<file path="src/rtl/dma_engine_pkg.sv">
// Shared definitions for the byte-copy DMA engine: default widths and FSM state encoding.
package dma_engine_pkg;

  localparam int ADDR_W_DEF = 16;
  localparam int LEN_W_DEF  = 16;

  typedef enum logic [2:0] {
    ST_IDLE    = 3'd0,
    ST_RD_REQ  = 3'd1,
    ST_RD_DATA = 3'd2,
    ST_WR      = 3'd3,
    ST_FIN     = 3'd4
  } state_t;

endpackage

</file>
<file path="src/rtl/dma_engine.sv">
// Byte-at-a-time memory-to-memory copy engine: read request, read data, write (3 cycles per byte).
// All strobes and status outputs are registered and driven from a single state machine.
module dma_engine
  import dma_engine_pkg::*;
#(
  parameter int ADDR_W = ADDR_W_DEF,
  parameter int LEN_W  = LEN_W_DEF
) (
  input  logic              clk,
  input  logic              rst,
  input  logic              start,
  input  logic              abort,
  input  logic [ADDR_W-1:0] src,
  input  logic [ADDR_W-1:0] dst,
  input  logic [LEN_W-1:0]  len,
  output logic              busy,
  output logic              done,
  output logic [LEN_W-1:0]  remaining,
  output logic [ADDR_W-1:0] mem_addr,
  output logic [7:0]        mem_wdata,
  input  logic [7:0]        mem_rdata,
  output logic              mem_ce,
  output logic              mem_w,
  output logic              mem_r,
  output logic              mem_oe
);

  state_t            state_reg;
  logic [ADDR_W-1:0] src_reg;
  logic [ADDR_W-1:0] dst_reg;
  logic [7:0]        byte_reg;

  // The write data is the latched byte itself, so it holds its last value while idle.
  assign mem_wdata = byte_reg;

  always_ff @(posedge clk or negedge rst) begin
    if (!rst) begin
      state_reg <= ST_IDLE;
      src_reg   <= '0;
      dst_reg   <= '0;
      byte_reg  <= '0;
      busy      <= 1'b0;
      done      <= 1'b0;
      remaining <= '0;
      mem_addr  <= '0;
      mem_ce    <= 1'b0;
      mem_w     <= 1'b0;
      mem_r     <= 1'b0;
      mem_oe    <= 1'b0;
    end else begin
      done   <= 1'b0;
      mem_ce <= 1'b0;
      mem_w  <= 1'b0;
      mem_r  <= 1'b0;
      mem_oe <= 1'b0;
      if (state_reg == ST_IDLE) begin
        if (start && !abort) begin
          busy      <= 1'b1;
          remaining <= len;
          if (len != '0) begin
            src_reg   <= src;
            dst_reg   <= dst;
            mem_addr  <= src;
            mem_ce    <= 1'b1;
            mem_r     <= 1'b1;
            state_reg <= ST_RD_REQ;
          end else begin
            done      <= 1'b1;
            state_reg <= ST_FIN;
          end
        end
      end else if (abort) begin
        // The write strobe of a WR cycle commits at this very edge, so that byte counts as written.
        state_reg <= ST_IDLE;
        busy      <= 1'b0;
        if (state_reg == ST_WR) begin
          remaining <= remaining - LEN_W'(1);
        end
      end else begin
        case (state_reg)
          ST_RD_REQ: begin
            mem_ce    <= 1'b1;
            mem_oe    <= 1'b1;
            state_reg <= ST_RD_DATA;
          end
          ST_RD_DATA: begin
            byte_reg  <= mem_rdata;
            mem_addr  <= dst_reg;
            mem_ce    <= 1'b1;
            mem_w     <= 1'b1;
            state_reg <= ST_WR;
          end
          ST_WR: begin
            src_reg   <= src_reg + ADDR_W'(1);
            dst_reg   <= dst_reg + ADDR_W'(1);
            remaining <= remaining - LEN_W'(1);
            if (remaining == LEN_W'(1)) begin
              done      <= 1'b1;
              state_reg <= ST_FIN;
            end else begin
              mem_addr  <= src_reg + ADDR_W'(1);
              mem_ce    <= 1'b1;
              mem_r     <= 1'b1;
              state_reg <= ST_RD_REQ;
            end
          end
          ST_FIN: begin
            busy      <= 1'b0;
            state_reg <= ST_IDLE;
          end
          default: begin
            busy      <= 1'b0;
            state_reg <= ST_IDLE;
          end
        endcase
      end
    end
  end

endmodule
</file>
<file path="config.mk">
export PLATFORM = sky130hd
export DESIGN_NAME = dma_engine
export DESIGN_NICKNAME = d
export VERILOG_FILES = /design/src/rtl/dma_engine_pkg.sv /design/src/rtl/dma_engine.sv
export SDC_FILE = /design/constraint.sdc
export NUM_CORES = 1
export LEC_CHECK = 0
export CORE_ASPECT_RATIO = 1.1
export CORE_UTILIZATION = 40
export DETAILED_ROUTE_END_ITERATION = 10
export DONT_BUFFER_PORTS = 1
export HOLD_SLACK_MARGIN = 0.03
export PLACE_DENSITY_LB_ADDON = 0.3
export SLEW_MARGIN = 20
export SYNTH_ARGS = -nofsm -noshare
export SYNTH_HDL_FRONTEND = slang
export SYNTH_SLANG_ARGS = --single-unit
</file>
<file path="constraint.sdc">
create_clock -name clk -period 3.28 [get_ports clk]
set_input_delay 0.82 -clock clk [delete_from_list [all_inputs] [get_ports clk]]
set_output_delay 0.82 -clock clk [all_outputs]
set_load 0.05 [all_outputs]
</file>
; ---- Yosys cells after proc, flatten, opt, wreduce, memory -nomap -nowiden
; Cells that the tools add are included.
[word_totals]
ff_bits = 81
inputBits = 60
elab_cells = 87
output_inout_bits = 46
[classes]
n_addsub = 3
bitwise = 2
n_eq_ne = 9
mux = 48
n_reduce_logical = 13
[ops]
columns = operator, n
row1 = $mux W16, 16
row2 = $add A16 B1 Y16 const B, 2
row3 = $pmux W16 S2, 1
row4 = $mux W1, 24
row5 = $eq A16 B1 Y1 const B, 1
row6 = $reduce_bool A16 Y1, 1
row7 = $sub A16 B1 Y16 const B, 1
row8 = $mux W3, 5
row9 = $pmux W3 S3, 1
row10 = $eq A3 B2 Y1 const B, 2
row11 = $ne A2 B1 Y1 const B, 3
row12 = $reduce_and A5 Y1, 1
row13 = $reduce_and A2 Y1, 2
row14 = $reduce_and A4 Y1, 1
row15 = $eq A3 B1 Y1 const B, 1
row16 = $logic_not A3 Y1, 1
row17 = $ne A3 B1 Y1 const B, 1
row18 = $ne A3 B3 Y1 const B, 1
row19 = $reduce_and A3 Y1, 1
row20 = $reduce_bool A3 Y1, 1
row21 = $reduce_or A3 Y1, 1
row22 = $not A1 Y1, 2
row23 = $pmux W1 S2, 1
row24 = $reduce_bool A2 Y1, 1
row25 = 3 further kinds, 3

; ---- Logic depth before layout (Yosys ltp)
[logic_depth]
ltp_word = 5
ltp_mapped = 8
ltp_nobuf = 7

; ---- Least setup slack after synthesis
; OpenSTA, ideal clock, no wires.
[synth_timing]
kind = register to register
start = reg remaining[6]
end = reg mem_addr[10]
setup_ps = 125
synth_period_minus_slack_ps = 2565
path_stages_with_launch = 8
arrival_time_ps = 2440
slack_ps = 715
path_cell_list = dfrtp_1 -> or4_4 -> buf_6 -> and4bb_2 -> a21oi_2 -> a31oi_4 -> buf_6 -> mux2_4
[synth_between]
elab_chain_cells = 3
[synth_rtl]
columns = element, line_no
row1 = from (decl), dma_engine.sv:18  ; output logic [LEN_W-1:0] remaining,
row2 = from (signal assigned), dma_engine.sv:59  ; remaining <= len;
row3 = from (signal assigned), dma_engine.sv:77  ; remaining <= remaining - LEN_W'(1);
row4 = from (signal assigned), dma_engine.sv:96  ; remaining <= remaining - LEN_W'(1);
row5 = $eq A16 B1 Y1, dma_engine.sv:97  ; if (remaining == LEN_W'(1)) begin
row6 = $ne A3 B3 Y1 (no source line), --
row7 = $reduce_and A5 Y1 (no source line), --
row8 = to (signal assigned), dma_engine.sv:63  ; mem_addr <= src;
row9 = to (signal assigned), dma_engine.sv:88  ; mem_addr <= dst_reg;
row10 = to (signal assigned), dma_engine.sv:101  ; mem_addr <= src_reg + ADDR_W'(1);
row11 = to (decl), dma_engine.sv:19  ; output logic [ADDR_W-1:0] mem_addr,
; Every way passes these cells.
; A chain may end at the register's enable or synchronous reset.

; ---- Final worst setup path
[layout_timing]
start = reg remaining[6]
end = reg mem_addr[5]
; The elaborated chain is that of the path after synthesis.

==> flow_metrics.env <==
export IMPL_end_kind="register"
export IMPL_synthDistinctLibCells=56
export IMPL_io_buffer_count=0
export IMPL_internal_power_w=0.00274
export IMPL_die_w_um=107
export IMPL_overflow=0
export IMPL_diodes=0
export IMPL_slowest_delay_ns=0.69
export IMPL_synth_net_count=615
export IMPL_finalMaxSlewViolations=0
export IMPL_core_rowCount=41
export IMPL_nNetsFinal=600
export IMPL_drc=0
export IMPL_maxSlewHeadroom_pct=41.0
export IMPL_avgSynthCellArea_um2=8.77
export IMPL_ys_seq_area_share_pct=41.9
export IMPL_rsz0062_at_grt="false"
export IMPL_first_global_vias=3862
export IMPL_yosysWarningCount=0
export IMPL_tns_ns=0
export IMPL_comb_power_share_pct=31.4
export IMPL_die_height_um=117
export IMPL_crit_fanout=17
export IMPL_antenna_found_initial=1
export IMPL_wl_per_cell_um=18.7
export IMPL_pin_count=106
export IMPL_hold_buffers=0
export IMPL_ir_drop_v=0.000450
export IMPL_power_switching_w=0.00269
export IMPL_drive_above_1_share_pct=11.7
export IMPL_p_seq_share_pct=51.5
export IMPL_cp_cell_sequence="or4_4 > and4bb_2 > a21oi_2 > a31oi_4 > buf_4 > mux2_2"
export IMPL_vias=4157
export IMPL_root_buffer="clkbuf_16"
export IMPL_via_per_inst=6.03
export IMPL_async_reset_ff_share_pct=100
export IMPL_synth_seq_cells=81
export IMPL_critPathArrivalTime_ns=2.92
export IMPL_synth_top_family_by_area="compound AO/OA/AOI/OAI gates"
export IMPL_wirelength_mm=12.9
export IMPL_worstHoldPathType="primary input to asynchronous set/reset pin"
export IMPL_die_area_um2=12500
export IMPL_drv_cap=0
export IMPL_cts_tree="yes"
export IMPL_pwr_share_clk_pct=17.1
export IMPL_core_um2=11600
export IMPL_finalCritPeriodShare_pct=82.3
export IMPL_dominantRegCellSynth="dfrtp_1"
export IMPL_ctsResizeCount=0
export IMPL_synth_area_um2=4830
export IMPL_synth_compound_area_share_pct=25.2
export IMPL_grt_max_degree=82
export IMPL_placed_cells=675
export IMPL_synth_xor_area_share_pct=2.18
export IMPL_critPathSlowestCell="or4_4"
export IMPL_insertion_delay_ns=0.34
export IMPL_hold_violations=0
export IMPL_power_leakage_nw=2.08
export IMPL_worstPathRequired_ns=3.50
export IMPL_cp_start_kind="register"
export IMPL_grt_pass1_wl_mm=20.3
export IMPL_gp_congestion=0.925
export IMPL_whs_ns=0.177
export IMPL_muxShareOfSynthArea_pct=6.71
export IMPL_first_pass_iters=5
export IMPL_final_cells=689
export IMPL_criticalPathCategory="register to register"
export IMPL_synth_edff_count=0
export IMPL_numCtsBuffers=9
export IMPL_tightest_slew_ns=0.877
export IMPL_first_iter_violations=277
export IMPL_dpl_hpwl_mm=8.99
export IMPL_max_freq_mhz=370
export IMPL_powerDensity_nw_per_um2=1030
export IMPL_postSynthCellCount=551
export IMPL_path_clk_slew_ns=0.06
export IMPL_cts_sinks=81
export IMPL_grt_use_total_pct=21.1
export IMPL_cts_setup_buffers=0
export IMPL_syn2layout_area_growth_pct=8.75
export IMPL_yosys_area_share_simple_pct=18.5
export IMPL_htree_levels=3
export IMPL_clockBufferDepth=2
export IMPL_fin_skew_ns=0.00654
export IMPL_outcome="complete, no violations"
export IMPL_synth_adder_area_share_pct=1.04
export IMPL_finalCriticalPeriod_ns=2.70
export IMPL_setup_violations=0
export IMPL_power_switching_share_pct=49.6
export IMPL_initial_core_util_pct=41.7
export IMPL_ant_nets=0
==> stage by stage <==
step                      power, W  cell area, um^2  util, %  setup slack (ns)
after CTS                  0.00545             5260     45.3             0.594
final                      0.00543             5260     45.3             0.580
after global placement     0.00442             4990     43.0             0.607
after floorplan            0.00405             4830        -             0.715
after global routing       0.00578             5260     45.3             0.541
after detailed placement   0.00451             4990     43.0             0.593
==> layer usage <==
metal | up-vias | wire [um] | GRT usage, %
met4 | 0 | 159 | 8.22
met5 | - | 0 | 0
met1 | 1990 | 5650 | 27.1
met3 | 11 | 1010 | 7.14
li1 | 2009 | - | -
met2 | 147 | 6070 | 33.1
==> cell families after synthesis <==
| kind of cell | count (synthesis) |
|---|---|
| XOR/XNOR | 12 |
| flip-flops | 81 |
| AND/OR/NAND/NOR | 174 |
| buffers and inverters | 53 |
| AO/OA/AOI/OAI | 201 |
| adder cells (fa/ha/maj) | 4 |
| multiplexers | 26 |
==> placed cells by master, fill, tap and decap left out, types with 5 or more instances in the layout <==
master and count:
nor2b_1 5, a31oi_1 8, mux2_4 9, mux2_2 15
nor3b_1 5, o22a_1 6, nand4_1 10, nor3_1 17
inv_1 11, buf_4 15, o21ai_0 63, xnor2_1 6
nand3_1 12, xor2_1 6, nor4_1 7, nor2_1 47
clkbuf_16 9, o22ai_1 14, nand2_1 37, a22oi_1 10
and4_1 6, a21oi_1 66, dfrtp_1 81, a2bb2oi_1 12
and3_1 5
==> worst max-delay path: cells and delay by family, from the launching register on <==
family | cells | cell delay [ns]
muxes | 1 | 0.37
buffers and inverters | 1 | 0.31
and+or+nand+nor | 2 | 1.06
DFF | 1 | 0.59
AOI/OAI and AO/OA | 2 | 0.24
==> final cells by class <==
cell class                      instances  area, um^2
Multi-Input combinational cell        417        2600
Tap cell                              150         188
Clock buffer                           14         264
Sequential cell                        81        2030
Inverter                               11        41.3
Timing Repair Buffer                   16         133
Fill cell                            1139        6340
==> power groups by stage <==
stage | clock network (W) | logic (W) | registers (W)
after floorplan | 0 | 0.00133 | 0.00272
after global placement | 0 | 0.00164 | 0.00278
after detailed placement | 0 | 0.00170 | 0.00281
after CTS | 0.000952 | 0.00170 | 0.00279
after global routing | 0.000992 | 0.00190 | 0.00288
final | 0.000929 | 0.00171 | 0.00280
==> worst paths after layout <==
path / slack [ns] / depth (start not counted) / from / endpoint
hold / removal: 0.18 / 0 / rst / remaining[15]
setup reg to reg: 0.58 / 6 / remaining[6] / mem_addr[5]
min in group clk: 0.54 / 1 / dst_reg[0] / dst_reg[0]
max in group asynchronous: 2.96 / 0 / rst / dst_reg[3]
hold reg to reg: 0.54 / 1 / dst_reg[0] / dst_reg[0]
setup / recovery: 0.58 / 6 / remaining[6] / mem_addr[5]
==> synth_stat cells, types with 7 or more instances <==
library cell   n  share of area (%)
clkbuf_1      39                3.0
o21ai_0       63                6.5
dfrtp_1       81                 42
nand3_1       12                1.2
nor3_1        18                1.9
nor2_1        47                3.7
a21oi_1       66                6.8
a2bb2oi_1     12                2.2
mux2_2        15                3.5
nand2_1       37                2.9
inv_1         11               0.85
o22ai_1       14                1.8
nor4_1         7               0.91
a31oi_1        8                1.0
mux2_4         9                2.8
a22oi_1       10                1.6
nand4_1       10                1.3
No activity file was read; power rests on OpenSTA's default activity.
